==> src/rtl/prog_clkdiv_pkg.sv <==
// Shared constants and helpers for the programmable clock divider.
// Holds the divisor clamp and the channel-index width calculation.
package prog_clkdiv_pkg;

    localparam int DIV_MIN = 2;

    // A divisor of 0 or 1 cannot form a period with both a low and a high phase.
    function automatic logic [31:0] clamp_div(input logic [31:0] d);
        return (d < 32'(DIV_MIN)) ? 32'(DIV_MIN) : d;
    endfunction

    function automatic int idx_w(input int n);
        return (n > 1) ? $clog2(n) : 1;
    endfunction

endpackage

==> src/rtl/prog_clkdiv_chan.sv <==
// One divider channel: counter, active and pending divisor, registered clk_out and tick.
// A pending divisor is applied only at a wrap, a sync, or while the channel is disabled.
module prog_clkdiv_chan #(
    parameter int CNT_W       = 16,
    parameter int DEFAULT_DIV = 2
) (
    input  logic             clk_in,
    input  logic             reset,
    input  logic             en,
    input  logic             sync,
    input  logic             wr,
    input  logic [CNT_W-1:0] wdata,
    output logic             busy,
    output logic             clk_out,
    output logic             tick
);

    logic [CNT_W-1:0] cnt;
    logic [CNT_W-1:0] div_act;
    logic [CNT_W-1:0] div_pend;
    logic [CNT_W-1:0] cnt_nxt;
    logic [CNT_W-1:0] half;
    logic [CNT_W-1:0] div_new;
    logic             wrap;
    logic             apply;

    always_comb begin
        wrap    = (cnt == div_act - CNT_W'(1));
        cnt_nxt = wrap ? '0 : cnt + CNT_W'(1);
        half    = div_act >> 1;
        apply   = !en || sync || wrap;
        // A write landing on an apply point bypasses the pending register.
        div_new = wr ? wdata : div_pend;
    end

    always_ff @(posedge clk_in or posedge reset) begin
        if (reset) begin
            cnt      <= '0;
            div_act  <= CNT_W'(DEFAULT_DIV);
            div_pend <= CNT_W'(DEFAULT_DIV);
            busy     <= 1'b0;
            clk_out  <= 1'b0;
            tick     <= 1'b0;
        end else begin
            if (!en || sync) begin
                cnt     <= '0;
                clk_out <= 1'b0;
                tick    <= 1'b0;
            end else begin
                cnt     <= cnt_nxt;
                clk_out <= (cnt_nxt >= half);
                tick    <= wrap;
            end

            if (apply) begin
                if (wr || busy)
                    div_act <= div_new;
                busy <= 1'b0;
            end else if (wr) begin
                div_pend <= wdata;
                busy     <= 1'b1;
            end
        end
    end

endmodule

==> src/rtl/prog_clkdiv.sv <==
// Multi-channel run-time programmable clock divider.
// Decodes divisor writes into per-channel strobes and fans sync out to every channel.
module prog_clkdiv
    import prog_clkdiv_pkg::*;
#(
    parameter int NUM_CH      = 4,
    parameter int CNT_W       = 16,
    parameter int DEFAULT_DIV = 2
) (
    input  logic                       clk_in,
    input  logic                       reset,
    input  logic [NUM_CH-1:0]          en,
    input  logic                       sync,
    input  logic                       div_wr,
    input  logic [idx_w(NUM_CH)-1:0]   div_ch,
    input  logic [CNT_W-1:0]           div_data,
    output logic [NUM_CH-1:0]          div_busy,
    output logic [NUM_CH-1:0]          clk_out,
    output logic [NUM_CH-1:0]          tick
);

    localparam int IDX_W = idx_w(NUM_CH);

    logic [CNT_W-1:0]  div_clamped;
    logic [NUM_CH-1:0] wr_sel;

    assign div_clamped = CNT_W'(clamp_div(32'(div_data)));

    // An index with no matching channel selects nothing, so the write is dropped.
    for (genvar i = 0; i < NUM_CH; i++) begin : g_ch
        assign wr_sel[i] = div_wr && (div_ch == IDX_W'(i));

        prog_clkdiv_chan #(
            .CNT_W       (CNT_W),
            .DEFAULT_DIV (DEFAULT_DIV)
        ) u_chan (
            .clk_in  (clk_in),
            .reset   (reset),
            .en      (en[i]),
            .sync    (sync),
            .wr      (wr_sel[i]),
            .wdata   (div_clamped),
            .busy    (div_busy[i]),
            .clk_out (clk_out[i]),
            .tick    (tick[i])
        );
    end

endmodule
==> config.mk <==
export PLATFORM = sky130hd
export DESIGN_NAME = prog_clkdiv
export DESIGN_NICKNAME = d
export VERILOG_FILES = /design/src/rtl/prog_clkdiv_pkg.sv /design/src/rtl/prog_clkdiv_chan.sv /design/src/rtl/prog_clkdiv.sv
export SDC_FILE = /design/constraint.sdc
export NUM_CORES = 1
export LEC_CHECK = 0
export BUFFER_PORTS_ARGS = -buffer_cell sky130_fd_sc_hd__buf_4
export CORE_ASPECT_RATIO = 1.1
export CORE_UTILIZATION = 45
export CTS_BUF_LIST = sky130_fd_sc_hd__clkbuf_2
export CTS_CLUSTER_DIAMETER = 30
export DETAILED_ROUTE_END_ITERATION = 10
export SETUP_SLACK_MARGIN = 0.3
export SLEW_MARGIN = 15
export SYNTH_ARGS = -nofsm -noshare
export SYNTH_HDL_FRONTEND = slang
export SYNTH_SLANG_ARGS = --single-unit
==> constraint.sdc <==
create_clock -name clk_in -period 7.85 [get_ports clk_in]
set_input_delay 1.9625 -clock clk_in [delete_from_list [all_inputs] [get_ports clk_in]]
set_output_delay 1.9625 -clock clk_in [all_outputs]
set_load 0.005 [all_outputs]
# Word level (Yosys, flattened, before mapping)
# Cells that the tools add are included.
[word_totals] register_bits=204 output_inout_bits=12 word_cells=102
[classes] addsub=8 n_lt_le_gt_ge=5 eq_ne=7 mux=29 n_reduce_logical=29
[ops] op="16-bit two-way mux" n=13
[ops] op="16-bit by 1-bit adder with 16-bit output (second input constant)" n=4
[ops] op="16-bit equality test" n=4
[ops] op="16-bit by 15-bit >= comparator with 1-bit output" n=4
[ops] op="16-bit by 1-bit subtractor with 16-bit output (second input constant)" n=4
[ops] op="16-bit by 2-bit less-than comparator with 1-bit output (second input constant)" n=1
[ops] op="1-bit two-way mux" n=16
[ops] op="1-bit logical OR" n=12
[ops] op="2-bit AND reduction" n=4
[ops] op="2-bit nonzero test" n=4
[ops] op="2-bit equality test (second input constant)" n=2
[ops] op="1-bit logical AND" n=4
[ops] op="1-bit logical NOT" n=4
[ops] op="2-bit by 1-bit equality test with 1-bit output (second input constant)" n=1
[ops] op="2-bit logical NOT" n=1

# Logic depth before layout (Yosys ltp)
# Gate-level depths: netlist (run 1).
[logic_depth] ltp_word=5 ltp_mapped=21

# Hierarchy
# A second synthesis (run 1) with hierarchy kept.
[unflattened] cells_unflattened=1417 hier_area_um2=13546.7
[by_module_without_submodules] module="prog_clkdiv_chan (g_ch[0].u_chan)" instances=1 cells_per_inst=347 area_per_inst_um2=3394.5
[by_module_without_submodules] module="prog_clkdiv_chan (g_ch[2].u_chan)" instances=1 cells_per_inst=349 area_per_inst_um2=3342.0
[by_module_without_submodules] module="prog_clkdiv_chan (g_ch[1].u_chan)" instances=1 cells_per_inst=348 area_per_inst_um2=3339.5
[by_module_without_submodules] module="prog_clkdiv_chan (g_ch[3].u_chan)" instances=1 cells_per_inst=347 area_per_inst_um2=3323.2
[by_module_without_submodules] module="prog_clkdiv" instances=1 cells_per_inst=26 area_per_inst_um2=147.6

# Worst setup path before layout (run 1)
# Ideal clock, no wire load.
[synth_path] path_type="flip-flop to flip-flop" start="register g_ch[0].u_chan.div_act[2]" end="register g_ch[0].u_chan.clk_out" setup_ns=0.118 t_arrival_ns=4.219 path_slack_ns=3.513 path_stages_with_launch=18 path_buffers=2 synth_period_minus_slack_ns=4.337 path_cell_list="dfrtp_1 -> clkbuf_1 -> nor4_1 -> nand2_1 -> or4b_2 -> nand3_1 -> nand3_1 -> nor3_1 -> clkbuf_1 -> nor2_1 -> ha_1 -> a21o_1 -> a21o_1 -> a221o_1 -> a31oi_1 -> o21ai_0 -> a21o_1 -> a21o_1"
[synth_via] elab_chain_cells=5
[synth_lines] element="start, declared" line_no="prog_clkdiv_chan.sv:19" source="logic [CNT_W-1:0] div_act;"
[synth_lines] element="start signal, assigned" line_no="prog_clkdiv_chan.sv:39" source="div_act <= CNT_W'(DEFAULT_DIV);"
[synth_lines] element="start signal, assigned" line_no="prog_clkdiv_chan.sv:57" source="div_act <= div_new;"
[synth_lines] element="16-bit by 1-bit subtractor with 16-bit output" line_no="prog_clkdiv_chan.sv:28" source="wrap = (cnt == div_act - CNT_W'(1));"
[synth_lines] element="16-bit equality test" line_no="prog_clkdiv_chan.sv:28"
[synth_lines] element="16-bit two-way mux" line_no="prog_clkdiv_chan.sv:29" source="cnt_nxt = wrap ? '0 : cnt + CNT_W'(1);"
[synth_lines] element="16-bit by 15-bit >= comparator with 1-bit output *" line_no="prog_clkdiv_chan.sv:51" source="clk_out <= (cnt_nxt >= half);"
[synth_lines] element="1-bit two-way mux *" line_no="prog_clkdiv_chan.sv:45" source="if (!en || sync) begin"
[synth_lines] element="end signal, assigned" line_no="prog_clkdiv_chan.sv:51"
[synth_lines] element="end, declared" line_no="prog_clkdiv_chan.sv:14" source="output logic clk_out,"
# Mark *: on every way between the ends. The rest lies on a longest branch, timed or not.
# A chain may end at the register's enable or synchronous reset.

# Final worst setup path (run 1)
[layout_path] start="register g_ch[0].u_chan.div_act[0]" end="register g_ch[0].u_chan.div_act[0]"
[layout_via] elab_chain_cells=4
[layout_lines] element="16-bit by 1-bit subtractor with 16-bit output" line_no="prog_clkdiv_chan.sv:28"
[layout_lines] element="16-bit equality test" line_no="prog_clkdiv_chan.sv:28"
[layout_lines] element="1-bit logical OR" line_no="prog_clkdiv_chan.sv:31" source="apply = !en || sync || wrap;"
[layout_lines] element="2-bit AND reduction (no line)"
# Every way passes these cells.

==> results.sh, run 1 <==
export IMPL_area_growth_syn_to_layout_pct=7.69
export IMPL_drc=0
export IMPL_stdcell_count=1761
export IMPL_grt_pass1_wl_mm=49.5
export IMPL_required_ps=8540
export IMPL_postCtsResizedCells=0
export IMPL_routabilityCongestion=0.863
export IMPL_syn_nets=1432
export IMPL_met2_usage_pct=35.1
export IMPL_status="complete, no violations"
export IMPL_routed_wirelength_mm=29.6
export IMPL_ys_seq_area_share_pct=40.1
export IMPL_slew_headroom_pct=23.7
export IMPL_top_usage_layer="met2"
export IMPL_cts_inserted_buffers=57
export IMPL_tightestPinTransition_ps=1140
export IMPL_finalCriticalPeriod_ps=4570
export IMPL_ys_warn_count=0
export IMPL_die_area_sq_um=29000
export IMPL_cts_tree="done"
export IMPL_ir_drop_uv=101
export IMPL_max_freq_mhz=219
export IMPL_vias=9750
export IMPL_io_pins=38
export IMPL_setup_viol=0
export IMPL_setup_tns_ps=0
export IMPL_core_sq_um=27900
export IMPL_power_leakage_nw=6.24
export IMPL_worstSetupStartpointType="register"
export IMPL_slew_viol_final=0
export IMPL_clock_skew_ps=79.7
export IMPL_track_usage_pct=21.3
export IMPL_n_fill_cell=2636
export IMPL_nNetsFinal=1447
export IMPL_path_clk_slew_ps=100
export IMPL_use_met1_pct=28.2
export IMPL_clock_latency_ps=870
export IMPL_clk_path_buf_depth=3
export IMPL_postRouteAntennaNets=0
export IMPL_grt_max_degree=84
export IMPL_grt_pass1_vias=9720
export IMPL_multiInputGateArea_sq_um=6960
export IMPL_wire_per_inst_microns=16.8
export IMPL_critical_path_class="reg -> reg"
export IMPL_netlist_area_sq_um=12800
export IMPL_seq_area_sq_um=5110
export IMPL_place_inst=1657
export IMPL_start_util_pct=45.8
export IMPL_drv_cap=0
export IMPL_synth_seq_cells=204
export IMPL_place_hpwl_mm=21.3
export IMPL_mostFrequentLayoutCells="dfrtp_1, nor2_1, clkbuf_2"
export IMPL_die_w_microns=163
export IMPL_antenna_found_initial=2
export IMPL_final_common_cell="dfrtp_1"
export IMPL_cts_sinks=204
export IMPL_cts_setup_buffers=0
export IMPL_worstPathArrival_ps=5260
export IMPL_clock_root_buffer="clkbuf_2"
export IMPL_drt_first_pass_iters=5
export IMPL_avgSynthCellArea_sq_um=9.53
export IMPL_finalCritPeriodShare_pct=58.2
export IMPL_ctsHoldBuffers=0
export IMPL_port_buffers=37
export IMPL_holdCritPathClass="reg -> reg"
export IMPL_path_max_fanout=27
export IMPL_fp_dieH_microns=179
export IMPL_gr_total_overflow=0
export IMPL_power_density_nw_per_um2=219
export IMPL_via_per_inst=5.54
export IMPL_cts_max_level=2
export IMPL_first_iter_violations=511
export IMPL_async_flop_share_pct=100
export IMPL_rr_worst_depth=9
export IMPL_end_kind="register"
export IMPL_yosysUniqueCellTypes=75
export IMPL_met3_usage_pct=3.79
export IMPL_hold_depth=2
export IMPL_synth_ff_type="dfrtp_1"
export IMPL_hold_violations=0
export IMPL_rsz0062_at_grt="false"
export IMPL_final_layout_size_suffix_gt1_share_pct=17.3
export IMPL_rows=64
export IMPL_netlist_instances=1338
export IMPL_synth_edf_count=0
==> power breakdown <==
part / switching [W] / leakage, nW / internal, W / total [W]
clock: 0.000462 / 0.415 / 0.000345 / 0.000808
combinational: 0.000394 / 3.23 / 0.000376 / 0.000769
sequential: 0.000194 / 2.60 / 0.00123 / 0.00143
==> registers in the layout, indices dropped and copies added, names as in the netlist <==
signal                flops
g_ch.u_chan.tick          4
g_ch.u_chan.div_act      64
g_ch.u_chan.clk_out       4
g_ch.u_chan.busy          4
g_ch.u_chan.div_pend     64
g_ch.u_chan.cnt          64
==> area by class of cell <==
cell class,count,area share [%]
clock inverters,23,1.08
diodes,1,0.0182
inverters,73,2.05
flip-flops and latches,204,37.2
clock buffers,80,2.92
well taps,363,3.31
repair buffers,50,2.73
multi-input cells,967,50.7
==> metrics by stage <==
step	power (W)	util (%)	area, sq um	setup slack, ps	hold WS, ps
6_report	0.00300	49.3	13700	3280	489
5_1_grt	0.00324	49.3	13700	2980	521
4_1_cts	0.00305	49.3	13700	3290	494
3_5_place_dp	0.00222	47.3	13200	3300	469
3_3_place_gp	0.00219	47.3	13200	3360	467
2_1_floorplan	0.00203	-	12800	333	446
==> critical path, stage by stage, from the launching register on <==
cell and delay [ps]:
dfrtp_1 440, nor4_1 860, nand2_1 160, or4b_2 690, nand3_1 120, nand4_1 110
o21ai_2 370, buf_4 380, nor2b_1 910, mux2_2 420
==> synth_stat cells (all sizes together) (3+ instances only) <==
library cell	instances	share of area (%)
nor2	157	4.6
dfstp	8	1.6
and4	8	0.55
nand3	48	1.9
a21oi	23	0.90
or3b	4	0.27
o2bb2ai	28	1.9
o211ai	7	0.45
mux2i	5	0.39
a21o	11	0.65
a2bb2oi	28	2.4
clkbuf	63	1.9
or3	3	0.15
a211oi	9	0.53
nor3b	5	0.33
nor4	25	1.3
buf	31	1.5
o21a	7	0.41
inv	73	2.1
nor4b	5	0.39
o21ai	30	1.2
nor3	31	1.2
and3	18	0.88
a31oi	10	0.49
xor2	65	4.5
a2111oi	5	0.34
a22oi	28	1.6
o31ai	4	0.34
or4	10	0.62
nand3b	4	0.24
nand4	19	0.93
o22ai	30	1.5
mux2	70	6.2
xnor2	71	4.9
nor2b	19	0.93
nand2	67	2.0
or2	6	0.29
nand2b	7	0.34
ha	68	6.7
dfrtp	196	38
and2	10	0.49
==> cell families (layout without fill, tap and decap cells) <==
family          count (synthesis)  count (layout)  synth area share, %
simple gates                  449             449                 17.7
compound gates                239             239                 14.1
flops                         204             204                 40.1
buf+inv                       167             226                 5.46
xor+xnor                      136             136                 9.34
mux                            75              75                 6.57
fa+ha+maj                      68              68                 6.67
other cells                     0               1                    0
==> path summary, 6_finish.rpt <==
check                                           start                          to  slack [ps]
setup / recovery            g_ch[0].u_chan.div_act[0]   g_ch[0].u_chan.div_act[0]        3280
hold / removal             g_ch[2].u_chan.div_pend[0]  g_ch[2].u_chan.div_pend[0]         490
setup reg to reg            g_ch[0].u_chan.div_act[0]   g_ch[0].u_chan.div_act[0]        3280
hold reg to reg            g_ch[2].u_chan.div_pend[0]  g_ch[2].u_chan.div_pend[0]         490
max in group asynchronous                       reset         g_ch[1].u_chan.busy        5400
min in group asynchronous                       reset   g_ch[2].u_chan.div_act[9]        1180
==> layer usage <==
metal / part of all wire, % / wire [microns]
met1: 47 / 13800
met5: 0.058 / 17
met3: 4.1 / 1200
met4: 2.0 / 588
met2: 47 / 13900
Note: power is estimated with default switching activity, not from simulation.
==> run 2: changes to the inputs <==
clock period = 3.7 ns   (was 7.85 ns; I/O delays follow)
==> results.sh, run 2 (synthesized netlist as in run 1, its figures left out) <==
export IMPL_r2r_start="g_ch[3].u_chan.div_act[7]"
export IMPL_cts_max_level=2
export IMPL_worstSetupStartpointType="register"
export IMPL_hold_violations=0
export IMPL_clock_root_buffer="clkbuf_2"
export IMPL_routabilityCongestion=0.866
export IMPL_area_growth_syn_to_layout_pct=23.2
export IMPL_cts_inserted_buffers=56
export IMPL_fp_dieH_microns=179
export IMPL_power_leakage_nw=7.17
export IMPL_power_density_nw_per_um2=461
export IMPL_via_per_inst=5.53
export IMPL_holdCritPathClass="in -> reg"
export IMPL_hold_ws_ps=385
export IMPL_final_common_cell="dfrtp_1"
export IMPL_gr_total_overflow=0
export IMPL_antenna_found_initial=1
export IMPL_cts_tree="done"
export IMPL_ir_drop_uv=213
export IMPL_worstPathArrival_ps=4560
export IMPL_die_area_sq_um=29000
export IMPL_intPower_w=0.00468
export IMPL_postRouteAntennaNets=0
export IMPL_n_fill_cell=2504
export IMPL_start_util_pct=45.8
export IMPL_clk_path_buf_depth=3
export IMPL_top_regs="g_ch.u_chan.cnt (64), g_ch.u_chan.div_act (64), g_ch.u_chan.div_pend (64)"
export IMPL_endpoint="g_ch[3].u_chan.clk_out"
export IMPL_clock_latency_ps=850
export IMPL_place_inst=1759
export IMPL_crit_path_start="g_ch[3].u_chan.div_act[7]"
export IMPL_p_sw_w=0.00256
export IMPL_routed_wirelength_mm=33.3
export IMPL_clkPwrFrac_pct=22.8
export IMPL_grt_pass1_wl_mm=52.8
export IMPL_path_clk_slew_ps=100
export IMPL_place_hpwl_mm=22.9
export IMPL_finalWorstSetupSlack_ps=-124
export IMPL_grt_pass1_vias=10513
export IMPL_r2r_end="g_ch[3].u_chan.clk_out"
export IMPL_multiInputGateArea_sq_um=7570
export IMPL_seq_area_sq_um=5120
export IMPL_track_usage_pct=23.0
export IMPL_clock_skew_ps=26.6
export IMPL_rows=64
export IMPL_path_max_fanout=4
export IMPL_critical_path_class="reg -> reg"
export IMPL_rsz0062_at_grt="true"
export IMPL_seqPwrFrac_pct=40.3
export IMPL_finalCritPeriodShare_pct=103
export IMPL_drv_cap=0
export IMPL_finalPower_w=0.00724
export IMPL_drt_first_pass_iters=5
export IMPL_wire_per_inst_microns=17.4
export IMPL_vias=10612
export IMPL_cts_sinks=204
export IMPL_violations="negative setup slack"
export IMPL_grt_max_degree=119
export IMPL_mostFrequentLayoutCells="dfrtp_1, buf_4, nor2_1"
export IMPL_core_sq_um=27900
export IMPL_slew_headroom_pct=49.0
export IMPL_setup_viol=1
export IMPL_status="finished with violations"
export IMPL_nNetsFinal=1602
export IMPL_tightestPinTransition_ps=765
export IMPL_final_layout_size_suffix_gt1_share_pct=31.4
export IMPL_slew_viol_final=0
export IMPL_rr_worst_depth=16
export IMPL_io_pins=38
export IMPL_finalCriticalPeriod_ps=3820
export IMPL_end_kind="register"
export IMPL_pwr_share_comb_pct=36.9
export IMPL_first_iter_violations=679
export IMPL_die_w_microns=163
export IMPL_port_buffers=37
export IMPL_p_sw_share_pct=35.4
export IMPL_stdcell_count=1918
export IMPL_max_freq_mhz=261
export IMPL_ff2ff_setup_slack_ps=-120
export IMPL_required_ps=4430
export IMPL_drc=0
## run 2: cell count changes in the layout (fill, tap and decap cells not counted), sizes merged
cell	before	now
bufinv	2	1
clkbuf	80	81
clkinv	19	20
buf	50	204
clkinvlp	0	3
dlygate4sd3	0	1
nor2	157	158
inv	75	72
## run 2: worst max-delay path, stage by stage (launching register included)
cell	delay [ps]
dfrtp_1	380
or4_4	530
or4_4	530
o21ai_2	140
xnor2_1	80
o32a_1	330
nor4b_4	330
buf_4	180
nor2_1	40
ha_1	310
a21o_1	170
a211oi_2	230
nand2_1	70
a31oi_1	150
o21ai_1	70
nand3_1	70
nand3b_1	80
## run 2: metrics by stage
step	setup TNS [ps]	setup slack [ps]	util [%]	cell area (sq um)
finish	-124	-124	56.4	15700
global placement	-189	-159	50.9	14200
detailed placement	-230	-182	50.9	14200
CTS	-55.9	-55.9	54.7	15200
global route	-573	-286	56.4	15700
floorplan	-392	-305	-	13100
## run 2: area by class of cell
cell class	count	area share (%)
clock buffers	81	2.58
multi-input cells	968	48.2
well taps	363	2.89
diodes	1	0.0159
inverters	73	1.77
repair buffers	205	11.2
flip-flops and latches	204	32.6
clock inverters	23	0.789
## run 2: worst min path at each step
stage | startpoint | endpoint | slack (ps) | depth (start not counted)
after CTS | en[1] | g_ch[1].u_chan.tick | 240 | 3
final | en[1] | g_ch[1].u_chan.tick | 380 | 3
after global placement | g_ch[2].u_chan.div_pend[0] | g_ch[2].u_chan.div_pend[0] | 460 | 2
after global routing | en[1] | g_ch[1].u_chan.tick | 270 | 3
after floorplan | g_ch[2].u_chan.div_pend[0] | g_ch[2].u_chan.div_pend[0] | 450 | 2
after detailed placement | g_ch[2].u_chan.div_pend[0] | g_ch[2].u_chan.div_pend[0] | 460 | 2
## run 2: timing repair
| action | in CTS | in global routing |
|---|---|---|
| gates cloned | 0 | 1 |
| gates resized for setup | 56 | 75 |
| pin swaps | 32 | 28 |
| endpoints found under the hold margin | 15 | 0 |
| setup buffers | 40 | 12 |
| endpoints found under the setup margin | 50 | 115 |
| hold buffers | 1 | 0 |
## run 2: layer usage
layer | vias up | GRT usage (%) | part of all wire (%)
li1 | 5140 | - | -
met4 | 0 | 10.3 | 3.2
met2 | 201 | 38.1 | 49
met1 | 5198 | 28.8 | 44
met5 | - | 0 | 0
met3 | 73 | 4.67 | 4.1
## run 2: power by group through the flow
| stage | combinational (W) | sequential (W) | clock [W] |
|---|---|---|---|
| floorplan | 0.00156 | 0.00291 | 0 |
| global placement | 0.00222 | 0.00293 | 0 |
| detailed placement | 0.00226 | 0.00294 | 0 |
| CTS | 0.00247 | 0.00291 | 0.00174 |
| global route | 0.00291 | 0.00297 | 0.00185 |
| finish | 0.00268 | 0.00292 | 0.00165 |
